File: config.mk
export PLATFORM = sky130hd
export DESIGN_NAME = ifu_fetch_unit
export DESIGN_NICKNAME = d
export VERILOG_FILES = /design/src/rtl/bolt_pkg.sv /design/src/rtl/ifu_ibuf.sv /design/src/rtl/ifu_fetch_unit.sv
export SDC_FILE = /design/constraint.sdc
export NUM_CORES = 1
export LEC_CHECK = 0
export BUFFER_PORTS_ARGS = -buffer_cell sky130_fd_sc_hd__clkbuf_2
export CAP_MARGIN = 10
export CORE_UTILIZATION = 50
export DETAILED_ROUTE_END_ITERATION = 10
export PLACE_DENSITY = 0.84
export SLEW_MARGIN = 20
export SYNTH_ARGS = -nofsm -noshare
export SYNTH_HDL_FRONTEND = slang
export SYNTH_SLANG_ARGS = --single-unit
File: constraint.sdc
create_clock -name clk -period 3.9 [get_ports clk]
set_input_delay 0.975 -clock clk [delete_from_list [all_inputs] [get_ports clk]]
set_output_delay 0.975 -clock clk [all_outputs]
set_load 0.05 [all_outputs]
File: src/rtl/bolt_pkg.sv
// Shared fetch-path types: redirect kinds, fetch FSM states and base widths.
package bolt_pkg;

  localparam int XLEN = 32;
  localparam int ILEN = 32;

  typedef enum logic [1:0] {
    REDIR_NONE,
    REDIR_BR,
    REDIR_JAL,
    REDIR_JALR
  } redir_e;

  typedef enum logic {
    FS_RUN,
    FS_HALT
  } fetch_state_e;

endpackage

File: src/rtl/ifu_ibuf.sv
// In-order instruction buffer holding {pc, instr}; flush empties it in one cycle.
module ifu_ibuf #(
  parameter int DEPTH = 4,
  parameter int WIDTH = 64
) (
  input  logic                     clk,
  input  logic                     rst,
  input  logic                     push,
  input  logic [WIDTH-1:0]         push_data,
  input  logic                     pop,
  input  logic                     flush,
  output logic [WIDTH-1:0]         head_data,
  output logic                     full,
  output logic                     empty,
  output logic [$clog2(DEPTH):0]   count
);

  localparam int AW = $clog2(DEPTH);

  logic [WIDTH-1:0] mem [DEPTH];
  logic [AW-1:0]    wr_ptr;
  logic [AW-1:0]    rd_ptr;
  logic             do_push;
  logic             do_pop;

  assign empty   = (count == '0);
  assign full    = (count == (AW+1)'(DEPTH));
  assign do_pop  = pop && !empty;
  assign do_push = push && (!full || do_pop);

  always_ff @(posedge clk or posedge rst) begin
    if (rst) begin
      wr_ptr <= '0;
      rd_ptr <= '0;
      count  <= '0;
    end else if (flush) begin
      wr_ptr <= '0;
      rd_ptr <= '0;
      count  <= '0;
    end else begin
      if (do_push) wr_ptr <= wr_ptr + AW'(1);
      if (do_pop)  rd_ptr <= rd_ptr + AW'(1);
      count <= count + (AW+1)'(do_push) - (AW+1)'(do_pop);
    end
  end

  // Storage carries no reset; the head is masked while empty so decode sees zeros.
  always_ff @(posedge clk) begin
    if (do_push && !flush) mem[wr_ptr] <= push_data;
  end

  assign head_data = empty ? '0 : mem[rd_ptr];

endmodule

File: src/rtl/ifu_fetch_unit.sv
// Instruction fetch unit: PC generation, credit-limited imem requests, stale-response drop and decode buffer.
module ifu_fetch_unit #(
  parameter int              XLEN       = bolt_pkg::XLEN,
  parameter logic [XLEN-1:0] RESET_PC   = '0,
  parameter int              IBUF_DEPTH = 4
) (
  input  logic                     clk,
  input  logic                     rst,
  output logic                     imem_req_valid,
  input  logic                     imem_req_ready,
  output logic [XLEN-1:0]          imem_req_addr,
  input  logic                     imem_rsp_valid,
  input  logic [bolt_pkg::ILEN-1:0] imem_rsp_data,
  output logic                     instr_valid,
  input  logic                     instr_ready,
  output logic [bolt_pkg::ILEN-1:0] instr_data,
  output logic [XLEN-1:0]          instr_pc,
  input  logic                     ibranch,
  input  logic                     sb_type,
  input  logic                     uj_type,
  input  logic                     i_typej,
  input  logic [XLEN-1:0]          redir_pc,
  input  logic [XLEN-1:0]          rs1_data,
  input  logic [XLEN-1:0]          imm,
  output logic                     fetch_err,
  output logic [XLEN-1:0]          fetch_err_pc
);

  import bolt_pkg::*;

  localparam int CW = $clog2(IBUF_DEPTH) + 1;

  fetch_state_e          state;
  fetch_state_e          state_nxt;
  redir_e                rkind;
  logic                  redir;
  logic                  misalign;
  logic                  credit_ok;
  logic                  req_fire;
  logic                  rsp_live;
  logic                  push;
  logic                  pop;
  logic                  buf_full;
  logic                  buf_empty;
  logic [XLEN-1:0]       fetch_pc;
  logic [XLEN-1:0]       rsp_pc;
  logic [XLEN-1:0]       target;
  logic [CW-1:0]         inflight;
  logic [CW-1:0]         drop;
  logic [CW-1:0]         occ;
  logic [XLEN+ILEN-1:0]  head;

  always_comb begin
    rkind = REDIR_NONE;
    if (sb_type && ibranch) rkind = REDIR_BR;
    else if (uj_type)       rkind = REDIR_JAL;
    else if (i_typej)       rkind = REDIR_JALR;
  end

  assign redir    = (rkind != REDIR_NONE);
  assign target   = (rkind == REDIR_JALR) ? ((rs1_data + imm) & ~XLEN'(1))
                                          : (redir_pc + (imm << 1));
  assign misalign = target[1];

  // Holding off while a full credit's worth of stale responses is pending keeps drop within its width.
  assign credit_ok      = ((inflight + occ) < CW'(IBUF_DEPTH)) && (drop < CW'(IBUF_DEPTH));
  assign imem_req_valid = !rst && (state == FS_RUN) && !redir && credit_ok;
  assign imem_req_addr  = fetch_pc;
  assign req_fire       = imem_req_valid && imem_req_ready;

  assign rsp_live = imem_rsp_valid && (drop == '0);
  assign push     = rsp_live && !redir && (!buf_full || pop);
  assign pop      = instr_valid && instr_ready && !redir;

  always_comb begin
    state_nxt = state;
    if (redir) state_nxt = misalign ? FS_HALT : FS_RUN;
  end

  always_ff @(posedge clk or posedge rst) begin
    if (rst) begin
      state        <= FS_RUN;
      fetch_pc     <= RESET_PC;
      rsp_pc       <= RESET_PC;
      inflight     <= '0;
      drop         <= '0;
      fetch_err    <= 1'b0;
      fetch_err_pc <= '0;
    end else begin
      state     <= state_nxt;
      fetch_err <= redir && misalign;
      if (redir && misalign) fetch_err_pc <= target;
      if (redir) begin
        // Everything still outstanding belongs to the old path and will be discarded on return.
        inflight <= '0;
        drop     <= drop + inflight - CW'(imem_rsp_valid);
        if (!misalign) begin
          fetch_pc <= target;
          rsp_pc   <= target;
        end
      end else begin
        inflight <= inflight + CW'(req_fire) - CW'(rsp_live);
        drop     <= drop - CW'(imem_rsp_valid && (drop != '0));
        if (req_fire) fetch_pc <= fetch_pc + XLEN'(4);
        if (rsp_live) rsp_pc   <= rsp_pc + XLEN'(4);
      end
    end
  end

  ifu_ibuf #(
    .DEPTH (IBUF_DEPTH),
    .WIDTH (XLEN + ILEN)
  ) u_ibuf (
    .clk       (clk),
    .rst       (rst),
    .push      (push),
    .push_data ({rsp_pc, imem_rsp_data}),
    .pop       (pop),
    .flush     (redir),
    .head_data (head),
    .full      (buf_full),
    .empty     (buf_empty),
    .count     (occ)
  );

  assign instr_valid = !buf_empty;
  assign {instr_pc, instr_data} = head;

endmodule

Word-level counts from Yosys, hierarchy flattened:

Memory sizes are Yosys's and may differ from the RTL's.
Index checks and enable logic that the tools add are counted.

* register bits: 111
* latch bits: 0
* bits in writable memories: 256
* bits in read-only memories: 0
* input port bits: 137
* output and inout port bits: 131
* word-level logic and storage cells: 83
* memories: 1

* $add $sub $neg: 14
* multipliers: 0
* divide/modulo/power cells: 0
* $lt $le $gt $ge: 2
* equal/unequal tests: 3
* shifts and indexed selects: 0
* mux-type cells: 20
* bitwise logic cells: 1
* reductions and logical operators: 32

Memories
* u_ibuf.mem: depth 4, bits a word 64, rd ports 1, clocked after memory_dff 0, write ports 1, line ifu_ibuf.sv:20 `logic [WIDTH-1:0] mem [DEPTH];`

Operators with widths (count)
* $mux 32: 6
* $add 32x3->32 const B: 2
* $add 32x32->32: 2
* $mux 64: 1
* $logic_and 1x1->1: 16
* $mux 2: 7
* $sub 3x1->3: 4
* $reduce_bool 2->1: 5
* $mux 3: 3
* $add 3x1->3: 2
* $add 3x3->3: 2
* $logic_not 3->1: 2
* $lt 3x3->1 const B: 2
* $add 2x1->2 const B: 2
* $logic_not 1->1: 4
* $reduce_and 2->1: 2
* $eq 3x3->1 const B: 1
* $mux 1: 3
* $reduce_bool 3->1: 1
* $eq 2x2->1 const B: 1
* $logic_or 1x1->1: 2
* $ne 2x2->1 const B: 1
* $not 1->1: 1

Longest topological paths before layout:

Gate-level depths: netlist of run 1.

* depth after elaboration: 12
* gate-level depth with buffers: 14
* depth with buffers taken out: 12

By module:

A second synthesis of run 1 with hierarchy kept.

* cell total of the unflattened synthesis: 1612
* area, all modules: 19190.9 µm²

By module, submodules not included
* ifu_ibuf: times used 1, cells an instance 453, area an instance 10123.5 µm², seq. area each 7862.5 µm²
* ifu_fetch_unit: times used 1, cells an instance 1159, area an instance 9067.4 µm², seq. area each 2552.4 µm²

Least setup slack after synthesis of run 1:

Ideal clock, no wire load.

* path kind: input -> register
* start: input port sb_type
* end: memory u_ibuf.mem[1][0] (enable)
* setup time: 428 ps
* data arrival time: 3651 ps
* required time: 3472 ps
* path slack: -178 ps
* stages: 6
* buffers on the path: 1
* cell sequence: a21o_1 > clkbuf_1 > nor2_1 > nand2_1 > nor2_1 > and2_1

* cells in the longest elaborated chain, start to end: 11
* elaborated cells between the ends (all ways): 14
* those cells by class: mux (3); reduce/logical (11)

RTL lines
* from (decl): line ifu_fetch_unit.sv:19 `input logic sb_type,`
* $logic_and 1x1->1 (*): line ifu_fetch_unit.sv:55 `if (sb_type && ibranch) rkind = REDIR_BR;`
* $mux 2 (*): line ifu_fetch_unit.sv:55
* $reduce_bool 2->1 (*): line ifu_fetch_unit.sv:60 `assign redir = (rkind != REDIR_NONE);`
* $logic_not 1->1 (*): line ifu_ibuf.sv:49, ifu_fetch_unit.sv:72, ifu_fetch_unit.sv:73
* $logic_and 1x1->1: line ifu_fetch_unit.sv:73 `assign pop = instr_valid && instr_ready && !redir;`
* $logic_or 1x1->1 / $logic_and 1x1->1 (equally long branches): line ifu_fetch_unit.sv:72, ifu_ibuf.sv:28
* $logic_and 1x1->1 / $logic_or 1x1->1 (equally long branches): line ifu_fetch_unit.sv:72, ifu_ibuf.sv:29
* $logic_and 1x1->1: line ifu_ibuf.sv:29 `assign do_push = push && (!full || do_pop);`
* $logic_and 1x1->1 (*): line ifu_ibuf.sv:49 `if (do_push && !flush) mem[wr_ptr] <= push_data;`
* $mux 1 (*): line ifu_ibuf.sv:49
* $mux 1 (implied by the code) (*): line ifu_ibuf.sv:49
* to (decl): line ifu_ibuf.sv:20

Mark *: on every way between the ends. The rest lies on a longest branch, timed or not.

Worst setup path after layout of run 1:

* start: register u_ibuf.count[2]
* end: output port instr_data[19] in the netlist's numbering

* cells in the longest elaborated chain, start to end: 2

RTL lines
* from (decl): line ifu_ibuf.sv:15 `output logic [$clog2(DEPTH):0] count`
* from (signal assigned): line ifu_ibuf.sv:43 `count <= count + (AW+1)'(do_push) - (AW+1)'(do_pop);`
* $logic_not 3->1: line ifu_ibuf.sv:26 `assign empty = (count == '0);`
* $mux 64: line ifu_ibuf.sv:52 `assign head_data = empty ? '0 : mem[rd_ptr];`
* to (decl): line ifu_fetch_unit.sv:16 `output logic [bolt_pkg::ILEN-1:0] instr_data,`

Every way passes these cells.

==> flow_summary.toml, run 1 <==
[pwr]
peakVddDrop_v = 0.000257
p_leak_nw = 8.73
powerDensity_nw_per_um2 = 522
power_mw = 11.5

[timing]
setup_tns_ps = 0
fin_crit_ps = 3520
rsz0062_at_grt = "no"
skew_ps = 20.1
slew_violations = 0
fin_crit_sh_pct = 90.3
setup_viol = 0
max-slew-margin-rel_pct = 55.0
timing.final.hold_violations = 0
max_freq_ghz = 0.284
worst_pin_slew_ps = 675

[global_routing]
antenna_found_initial = 1
met1_usage_pct = 34.1
grt_max_degree = 63
grt_overflow = 0
grtUsageTotal_pct = 25.6
use_met2_pct = 43.3
grt_use_met3_pct = 4.80
grt_busiest_layer = "met2"
grt_pass1_wl_um = 76900
first_global_vias = 13900

[final_layout]
drive_above_1_share_pct = 24.2
area_delta_synth_final_pct = 17.6
antennaDiodeCount = 0
fill_cells = 2868
num-nets-final = 2078
final_cells = 2356
design_area_um2 = 22100
utilization_pct = 60.0

[run]
drv_cap = 0

[logic_synthesis]
synth_xor_area_share_pct = 2.89
ys_seq_area_share_pct = 54.8
synthFlopType = "edfxtp_1"
synth_top_family_by_area = "compound AO/OA/AOI/OAI gates"
synth-edff-count = 252
syn_area_um2 = 18800
synthSimpleGateAreaFrac_pct = 12.3
synth_fa_ha_area_share_pct = 5.60
synth_cell_types = 77
synthMuxAreaShare_pct = 8.27
ys_ff_latch = 361
synthCells = 1587
async_reset_ff_share_pct = 30.2
syn_avg_cell_area_um2 = 11.8
yosys_warnings = 0
synth-compound-area-share_pct = 13.6

[critical_path]
start_kind = "flop"
r2r-start = "u_ibuf.count[2]"
r2r-end = "u_ibuf.count[2]"
critPathArrivalTime_ps = 2550
critPathRequiredTime_ps = 2920
r2r_cells = 11
end_kind = "output pin"
r2r_slack_ps = 890
crit_path_max_fanout = 39
worstSetupPathType = "reg2out"

[clocking]
cts_buffers = 36
clock_sinks = 361
cts_setup_buffers = 0
cts_max_level = 2
hold_buffers = 0
cts_max_path_buffers = 3
clock_latency_ps = 520
path_clk_slew_ps = 60
cts_root_buffer = "clkbuf_16"
cts_tree = "built"
post_cts_resize_count = 0

[route]
wl_per_cell_um = 20.8
first_iter_violations = 1086
num_vias = 14100
postRouteAntennaNets = 0
viasPerCell = 6.00
dr.pass1.iters = 5
drcViolationCount = 0
drt-total-wl_um = 49100

[floorplan]
dieArea_um2 = 38300
start_util_pct = 51.0
num_io_pins = 268
die_y_um = 196
die_w_um = 196
rows = 70
coreArea_um2 = 36800

[place]
gp_congestion = 0.939
dp.cells = 2290
dp_hpwl_um = 35800
port_buffers = 265
place_area_um2 = 20900

[status]
status = "complete, no violations"

[worst_hold_path]
hp-class = "in2async"
-- critical path, stage by stage, from the launching register on --
cell and delay, ps:
dfrtp_1 440, or3_2 810, buf_4 350, and2_1 170, clkbuf_2 240
-- metrics by stage --
step           setup slack, ps  hold WS, ps
6_report                   377          408
5_1_grt                    251          419
4_1_cts                    317          406
3_5_place_dp              92.8          483
3_3_place_gp               182          468
2_1_floorplan             51.1          469
-- layer usage --
metal	wire length, um	share of wire [%]
met1	20500	42
met5	13	0.026
met2	23600	48
met4	1020	2.1
met3	4020	8.2
-- layout by cell type (no fill, tap or decap), types with 38 or more instances in the layout --
master	netlist	routed
dfrtp_1	109	107
inv_1	39	38
a21oi_1	140	140
o21ai_0	103	103
nand2_1	117	117
mux4_2	63	63
edfxtp_1	252	252
nor2_1	134	132
clkbuf_2	1	265
and2_1	79	75
ha_1	76	76
-- cells by family (layout without fill, tap and decap cells) --
logic type | Yosys count | count (layout)
compound gates | 412 | 412
fa+ha+maj | 81 | 81
xor+xnor | 62 | 62
other cells | 1 | 2
flops | 361 | 361
buf+inv | 118 | 418
mux | 76 | 76
simple gates | 476 | 476
-- flip-flops by register name (all words and copies together) (netlist names) --
name / cells
fetch_err_pc: 32
state: 1
drop: 3
rsp_pc: 31
u_ibuf.mem: 252
u_ibuf.rd_ptr: 2
u_ibuf.wr_ptr: 2
imem_req_addr: 31
u_ibuf.count: 3
fetch_err: 1
inflight: 3
-- Yosys cell counts, drive strengths merged, types with 4 or more instances --
library cell	number	area, um^2
mux4	63	1420
xor2	29	254
nand4	20	125
o211ai	15	113
a2111oi	5	50.0
nor2	134	503
edfxtp	252	7570
and3	23	144
o22a	6	52.6
nand2	117	439
mux2i	11	110
o2111ai	4	35.0
o221ai	4	35.0
nand2b	9	56.3
a21boi	5	37.5
xnor2	33	289
a31oi	24	150
fa	5	100
o21ai	104	520
and2	79	494
o31ai	5	37.5
o22ai	4	25.0
a22oi	4	30.0
a21oi	141	709
dfrtp	109	2730
nor2b	7	43.8
nor3	27	145
inv	40	150
clkbuf	58	219
buf	19	85.1
ha	76	951
a21o	30	225
nand3	37	185
o21a	12	90.1
a211oi	11	87.6
or3	6	37.5
and4	4	35.0
-- power by group --
group          internal, mW  switching, mW  leakage, nW  total, mW
combinational         0.893           1.98         4.60       2.88
clock                  2.03           1.45        0.584       3.48
sequential             4.61          0.567         3.55       5.17
-- cell type report --
type	instances	area, um^2	share of cell area [%]
Timing Repair Buffer	311	1780	8.08
Multi-Input combinational cell	1109	8050	36.5
Tap cell	468	586	2.65
Inverter	41	156	0.708
Clock buffer	45	996	4.51
Clock inverter	21	205	0.930
Sequential cell	361	10300	46.7
-- worst max-delay path by stage --
| stage | cells past startpoint | endpoint | slack, ps | from |
|---|---|---|---|---|
| after floorplan | 1 | drop[0] | 50 | rst |
| after global placement | 10 | fetch_err_pc[25] | 180 | imm[16] |
| after detailed placement | 13 | rsp_pc[27] | 90 | imm[0] |
| after CTS | 4 | instr_data[23] | 320 | u_ibuf.rd_ptr[0] |
| after global routing | 4 | instr_data[23] | 250 | u_ibuf.rd_ptr[0] |
| final | 4 | instr_data[19] | 380 | u_ibuf.count[2] |
No activity file was read; power rests on OpenSTA's default activity.
==> inputs of run 2 (changes only) <==
SYNTH_HIERARCHICAL = 1   (was unset)
==> run 2 against run 1 <==
  * Combinational power is 5% higher
  * Area after synthesis is 2.2% higher
  * Final cell count is 3.1% higher
  * Routed wire length is 12% higher
  * Utilization is 0.22 points higher
  * Total power is 4.6% higher
  * Critical endpoint is now instr_pc[21]
  * Non-clock buffer count is 8 higher
==> flow_summary.toml, run 2 <==
[status]
status = "complete, no violations"

[logic_synthesis]
synth-edff-count = 256
synth_cell_types = 91
synthCells = 1612
ys_seq_area_share_pct = 54.3
netlist_top_cells_area = "edfxtp_1 40%, dfrtp_1 14%, mux4_2 7.5%, ha_1 4.9%, a21oi_1 3.8%"
yosys_warnings = 6
synthFlopType = "edfxtp_1"
synth_common_cells = "256 x edfxtp_1, 144 x a21oi_1, 122 x nor2_1"
post-synth-top-count-cell = "edfxtp_1"
ys_ff_latch = 365
syn_avg_cell_area_um2 = 11.9
async_reset_ff_share_pct = 29.9
yosysTopAreaCellShare_pct = 40.1
synth_top_cell_by_area = "edfxtp_1"
syn_area_um2 = 19200

[final_layout]
fill_cells = 2937
final_cell_mix = "265 x clkbuf_2, 256 x edfxtp_1, 143 x a21oi_1"
top_regs = "u_ibuf/mem x256, fetch_err_pc x32"
final_common_cell = "clkbuf_2"
largest_reg_flops = 256
utilization_pct = 60.2
drive_above_1_share_pct = 25.3
area_delta_synth_final_pct = 18.5
multi_input_area_um2 = 8360
regMostFlops = "u_ibuf/mem"
num-nets-final = 2110
antennaDiodeCount = 0
design_area_um2 = 22700
seq_area_um2 = 10400

[timing]
rsz0062_at_grt = "no"
timing.final.hold_violations = 0
max-slew-margin-rel_pct = 38.1
fin_crit_sh_pct = 92.0
skew_ps = 25.2
slew_violations = 0
worst_pin_slew_ps = 929
fin_crit_ps = 3590
max_freq_ghz = 0.279
setup_viol = 0

[global_routing]
grt_max_degree = 73
grt_pass1_wl_um = 83900
antenna_found_initial = 0
first_global_vias = 14500
grtUsageTotal_pct = 28.3
grt_overflow = 0

[pwr]
power_frac_seq_pct = 43.4
p_sw_share_pct = 34.1
powerDensity_nw_per_um2 = 530
p_int_mw = 7.94
peakVddDrop_v = 0.000274
p_leak_nw = 8.92
p_sw_mw = 4.12
clockPowerShare_pct = 31.5
comb_power_share_pct = 25.1

[floorplan]
die_y_um = 198
rows = 71
die_w_um = 198
coreArea_um2 = 37800
num_io_pins = 268
start_util_pct = 50.8
dieArea_um2 = 39200

[route]
routed.top_layer = "met4"
met3_length_um = 4360
num_vias = 14600
first_iter_violations = 1225
drt-total-wl_um = 54800
viasPerCell = 6.02
drcViolationCount = 0
postRouteAntennaNets = 0
route.met2.wl_um = 27200
dr.pass1.iters = 5
wl_per_cell_um = 22.5
wl_met1_um = 20800

[clocking]
clock_latency_ps = 530
clock_sinks = 365
cts_buffers = 36
cts_setup_buffers = 0
cts_max_level = 2
hold_buffers = 0
path_clk_slew_ps = 60
cts_max_path_buffers = 3
cts_root_buffer = "clkbuf_16"
cts_tree = "built"
post_cts_resize_count = 0

[critical_path]
start_kind = "flop"
critPathTopFamily = "flip-flops"
path_cells = "buf_12 > mux4_2 > nor2b_1 > clkbuf_2"
cp.depth = 4
critPathRequiredTime_ps = 2920
r2r_cells = 13
r2r_slack_ps = 930
end_kind = "output pin"
cp-startpoint = "u_ibuf/rd_ptr[0]"
worstSetupPathType = "reg2out"
crit_path_max_fanout = 28
r2r-start = "u_ibuf/count[1]"
r2r-end = "u_ibuf/count[2]"
crit_slowest_cell = "dfrtp_4"
max_stage_delay_ps = 790
endpoint = "instr_pc[21]"
cp.buffers_inverters = 2
critPathArrivalTime_ps = 2610

[place]
port_buffers = 266
dp_hpwl_um = 39600
gp_congestion = 0.973
place_area_um2 = 21400

[run]
drv_cap = 0

[worst_hold_path]
hp-class = "in2async"
## run 2: logic make-up after synthesis
| kind of cell | share of synthesized area [%] |
|---|---|
| AO/OA/AOI/OAI | 13.9 |
| adder cells (fa/ha/maj) | 5.41 |
| flip-flops | 54.3 |
| buffers and inverters | 2.65 |
| XOR/XNOR | 2.78 |
| multiplexers | 8.46 |
| AND/OR/NAND/NOR | 12.6 |
| other | 0.0195 |
## run 2: cell type report
type / count / share of cell area (%)
multi-input cells: 1131 / 36.8
clock inverters: 17 / 1.29
well taps: 511 / 2.81
repair buffers: 319 / 8.17
clock buffers: 47 / 4.46
flip-flops and latches: 365 / 45.8
inverters: 40 / 0.671
## run 2: stage by stage
step	setup TNS [ps]	setup slack, ps	instances	hold slack (ps)	total power [mW]
after global routing	0	170	2430	445	12.5
final	0	313	2430	428	12.1
after global placement	0	158	2366	463	8.18
after CTS	0	241	2430	429	12.1
after detailed placement	0	85.6	2366	477	8.28
after floorplan	-33620	-131	1616	469	7.16
## run 2: worst reg2reg max path, delay by kind of cell (launching register included)
family	cells	cell delay, ps
and+or+nand+nor	5	1020
adders and majority gates	2	510
DFF	1	480
buffers and inverters	3	460
AOI/OAI and AO/OA	2	250
xor gates and xnor gates	1	170
## run 2: metal layers
layer / vias up / GRT usage [%]
met5: - / 0
met1: 7122 / 35.2
li1: 6640 / -
met3: 127 / 4.82
met2: 739 / 48.7
met4: 0 / 11.9
## run 2: worst min path at each step
stage                                 from                to  slack [ps]
after floorplan                    drop[2]           drop[2]         470
after global placement    imem_req_addr[0]  imem_req_addr[0]         460
after detailed placement  imem_req_addr[0]  imem_req_addr[0]         480
after CTS                              rst  u_ibuf/rd_ptr[1]         430
after global routing                   rst  u_ibuf/rd_ptr[1]         450
final                                  rst  u_ibuf/rd_ptr[1]         430
## run 2: power groups by stage
| stage | registers (mW) | logic [mW] | clock network [mW] |
|---|---|---|---|
| final | 5.24 | 3.03 | 3.79 |
| after global routing | 5.30 | 3.24 | 4.00 |
| after CTS | 5.22 | 3.01 | 3.84 |
| after detailed placement | 5.28 | 3.00 | 0 |
| after global placement | 5.25 | 2.93 | 0 |
| after floorplan | 5.84 | 1.32 | 0 |
==> inputs of run 3 (changes only) <==
CORE_ASPECT_RATIO = 0.8   (was unset)
==> run 3 against run 2 <==
  * First-iteration DRC count grew 42%
  * Clock power shrank 5.8%
  * Global-route usage grew 0.38 points
  * Non-clock buffer count grew 11
  * Clock-buffer cell count grew 1
  * Sequential cell count is the same
  * Clock skew shrank 12 ps
  * Utilization grew 0.43 points
  * Final area shrank 0.13%
  * Combinational power grew 2%
  * Via count grew 2.1%
==> flow_summary.toml, run 3 (synthesis gave the netlist of run 2 again) <==
[status]
status = "complete, no violations"

[pwr]
peakVddDrop_v = 0.000314
p_leak_nw = 8.92
power_mw = 11.9
p_sw_share_pct = 35.9
power_frac_seq_pct = 44.1
clockPowerShare_pct = 29.9
powerDensity_nw_per_um2 = 525
p_int_mw = 7.64
p_sw_mw = 4.28
comb_power_share_pct = 26.0

[clocking]
clock_latency_ps = 540
hold_buffers = 0
cts_setup_buffers = 0
cts_root_buffer = "clkbuf_16"
clock_sinks = 365
post_cts_resize_count = 0
cts_tree = "built"
cts_max_path_buffers = 3
cts_buffers = 37
cts_max_level = 2
path_clk_slew_ps = 60

[floorplan]
num_io_pins = 268
die_y_um = 177
start_util_pct = 51.3
die_w_um = 221
rows = 63
coreArea_um2 = 37400
dieArea_um2 = 39200

[route]
viasPerCell = 6.17
first_iter_violations = 1736
dr.pass1.iters = 6
drcViolationCount = 0
drt-total-wl_um = 56200
num_vias = 14900
wl_per_cell_um = 23.2
postRouteAntennaNets = 0

[critical_path]
critPathTopFamily = "flip-flops"
start_kind = "flop"
critPathArrivalTime_ps = 2620
r2r_slack_ps = 750
crit_slowest_cell = "dfrtp_4"
cp.buffers_inverters = 2
max_stage_delay_ps = 750
worstSetupPathType = "reg2out"
path_cells = "buf_12 > mux4_2 > nor2b_1 > clkbuf_2"
end_kind = "output pin"
crit_path_max_fanout = 24
critPathRequiredTime_ps = 2920

[final_layout]
final_common_cell = "clkbuf_2"
final_cells = 2422
largest_reg_flops = 256
design_area_um2 = 22700
num-nets-final = 2122
drive_above_1_share_pct = 25.6
top_regs = "u_ibuf/mem x256, fetch_err_pc x32"
final_cell_mix = "265 x clkbuf_2, 256 x edfxtp_1, 143 x a21oi_1"
regMostFlops = "u_ibuf/mem"
area_delta_synth_final_pct = 18.3

[place]
dp.cells = 2353
gp_congestion = 0.979
port_buffers = 266
dp_hpwl_um = 39300
place_area_um2 = 21500

[global_routing]
antenna_found_initial = 1
first_global_vias = 14700
grt_overflow = 0
grt_max_degree = 70
grt_pass1_wl_um = 85900
grtUsageTotal_pct = 28.6

[timing]
max_freq_ghz = 0.278
setup_viol = 0
worst_pin_slew_ps = 829
skew_ps = 13.2
hold_ws_ps = 408
slew_violations = 0
fin_crit_sh_pct = 92.3
max-slew-margin-rel_pct = 44.7
fin_crit_ps = 3600
rsz0062_at_grt = "no"
timing.final.hold_violations = 0

[worst_hold_path]
hp-class = "in2async"

[run]
drv_cap = 0
## run 3: cell count changes in the layout (fill, tap and decap cells not counted)
cell and delta:
clkinv_16 +1, clkinvlp_4 +3, buf_4 +11, clkbuf_1 +2
inv_16 +1, diode_2 +1, bufinv_16 -5, clkbuf_16 -1
clkinv_1 +3
## run 3: worst register-to-register path, stage by stage, from the launching register on
cell and delay (ps):
dfrtp_1 510, ha_1 300, a31oi_1 220, xnor2_1 110
nor4b_2 340, nand2_2 260, inv_2 220, ha_1 180
inv_1 60, fa_1 410, xnor2_1 190, xnor2_1 140
nor2_1 50
## run 3: final timing paths
path | startpoint | endpoint | cells after the start
max in group asynchronous | rst | imem_req_addr[12] | 3
worst max-delay path | u_ibuf/rd_ptr[0] | instr_pc[17] | 4
worst min-delay path | rst | u_ibuf/count[1] | 2
worst max register to register | u_ibuf/count[1] | inflight[2] | 12
worst min register to register | imem_req_addr[0] | imem_req_addr[0] | 1
min in group clk | imem_req_addr[0] | imem_req_addr[0] | 1
## run 3: power by group through the flow
stage / Combinational [mW] / Clock, mW / Sequential, mW
2_1_floorplan: 1.32 / 0 / 5.84
3_3_place_gp: 2.98 / 0 / 5.26
3_5_place_dp: 3.04 / 0 / 5.29
4_1_cts: 3.06 / 3.59 / 5.23
5_1_grt: 3.29 / 3.74 / 5.30
6_report: 3.10 / 3.57 / 5.25
## run 3: cell type report
cell class                 instances  area, um^2
antenna                            1        2.50
clock buffer                      48         997
clock inverter                    20         228
fill                            2773       14700
inverter                          40         153
multi-input combinational       1131        8360
sequential                       365       10400
tap                              487         609
timing repair buffer             330        1940
## run 3: layer usage
metal,share of wire [%],GRT usage (%),vias to the layer above
met3,10,6.81,118
met2,46,45.3,892
met5,0,0,-
met1,40,38.7,7250
met4,3.9,10.6,0
li1,-,-,6676
## run 3: metrics by stage
stage	utilization, %	worst slack, ps	setup TNS [ps]
6_report	60.7	301	0
3_5_place_dp	57.4	72.9	0
4_1_cts	60.7	282	0
3_3_place_gp	57.4	220	0
5_1_grt	60.7	210	0
2_1_floorplan	-	-131	-33620
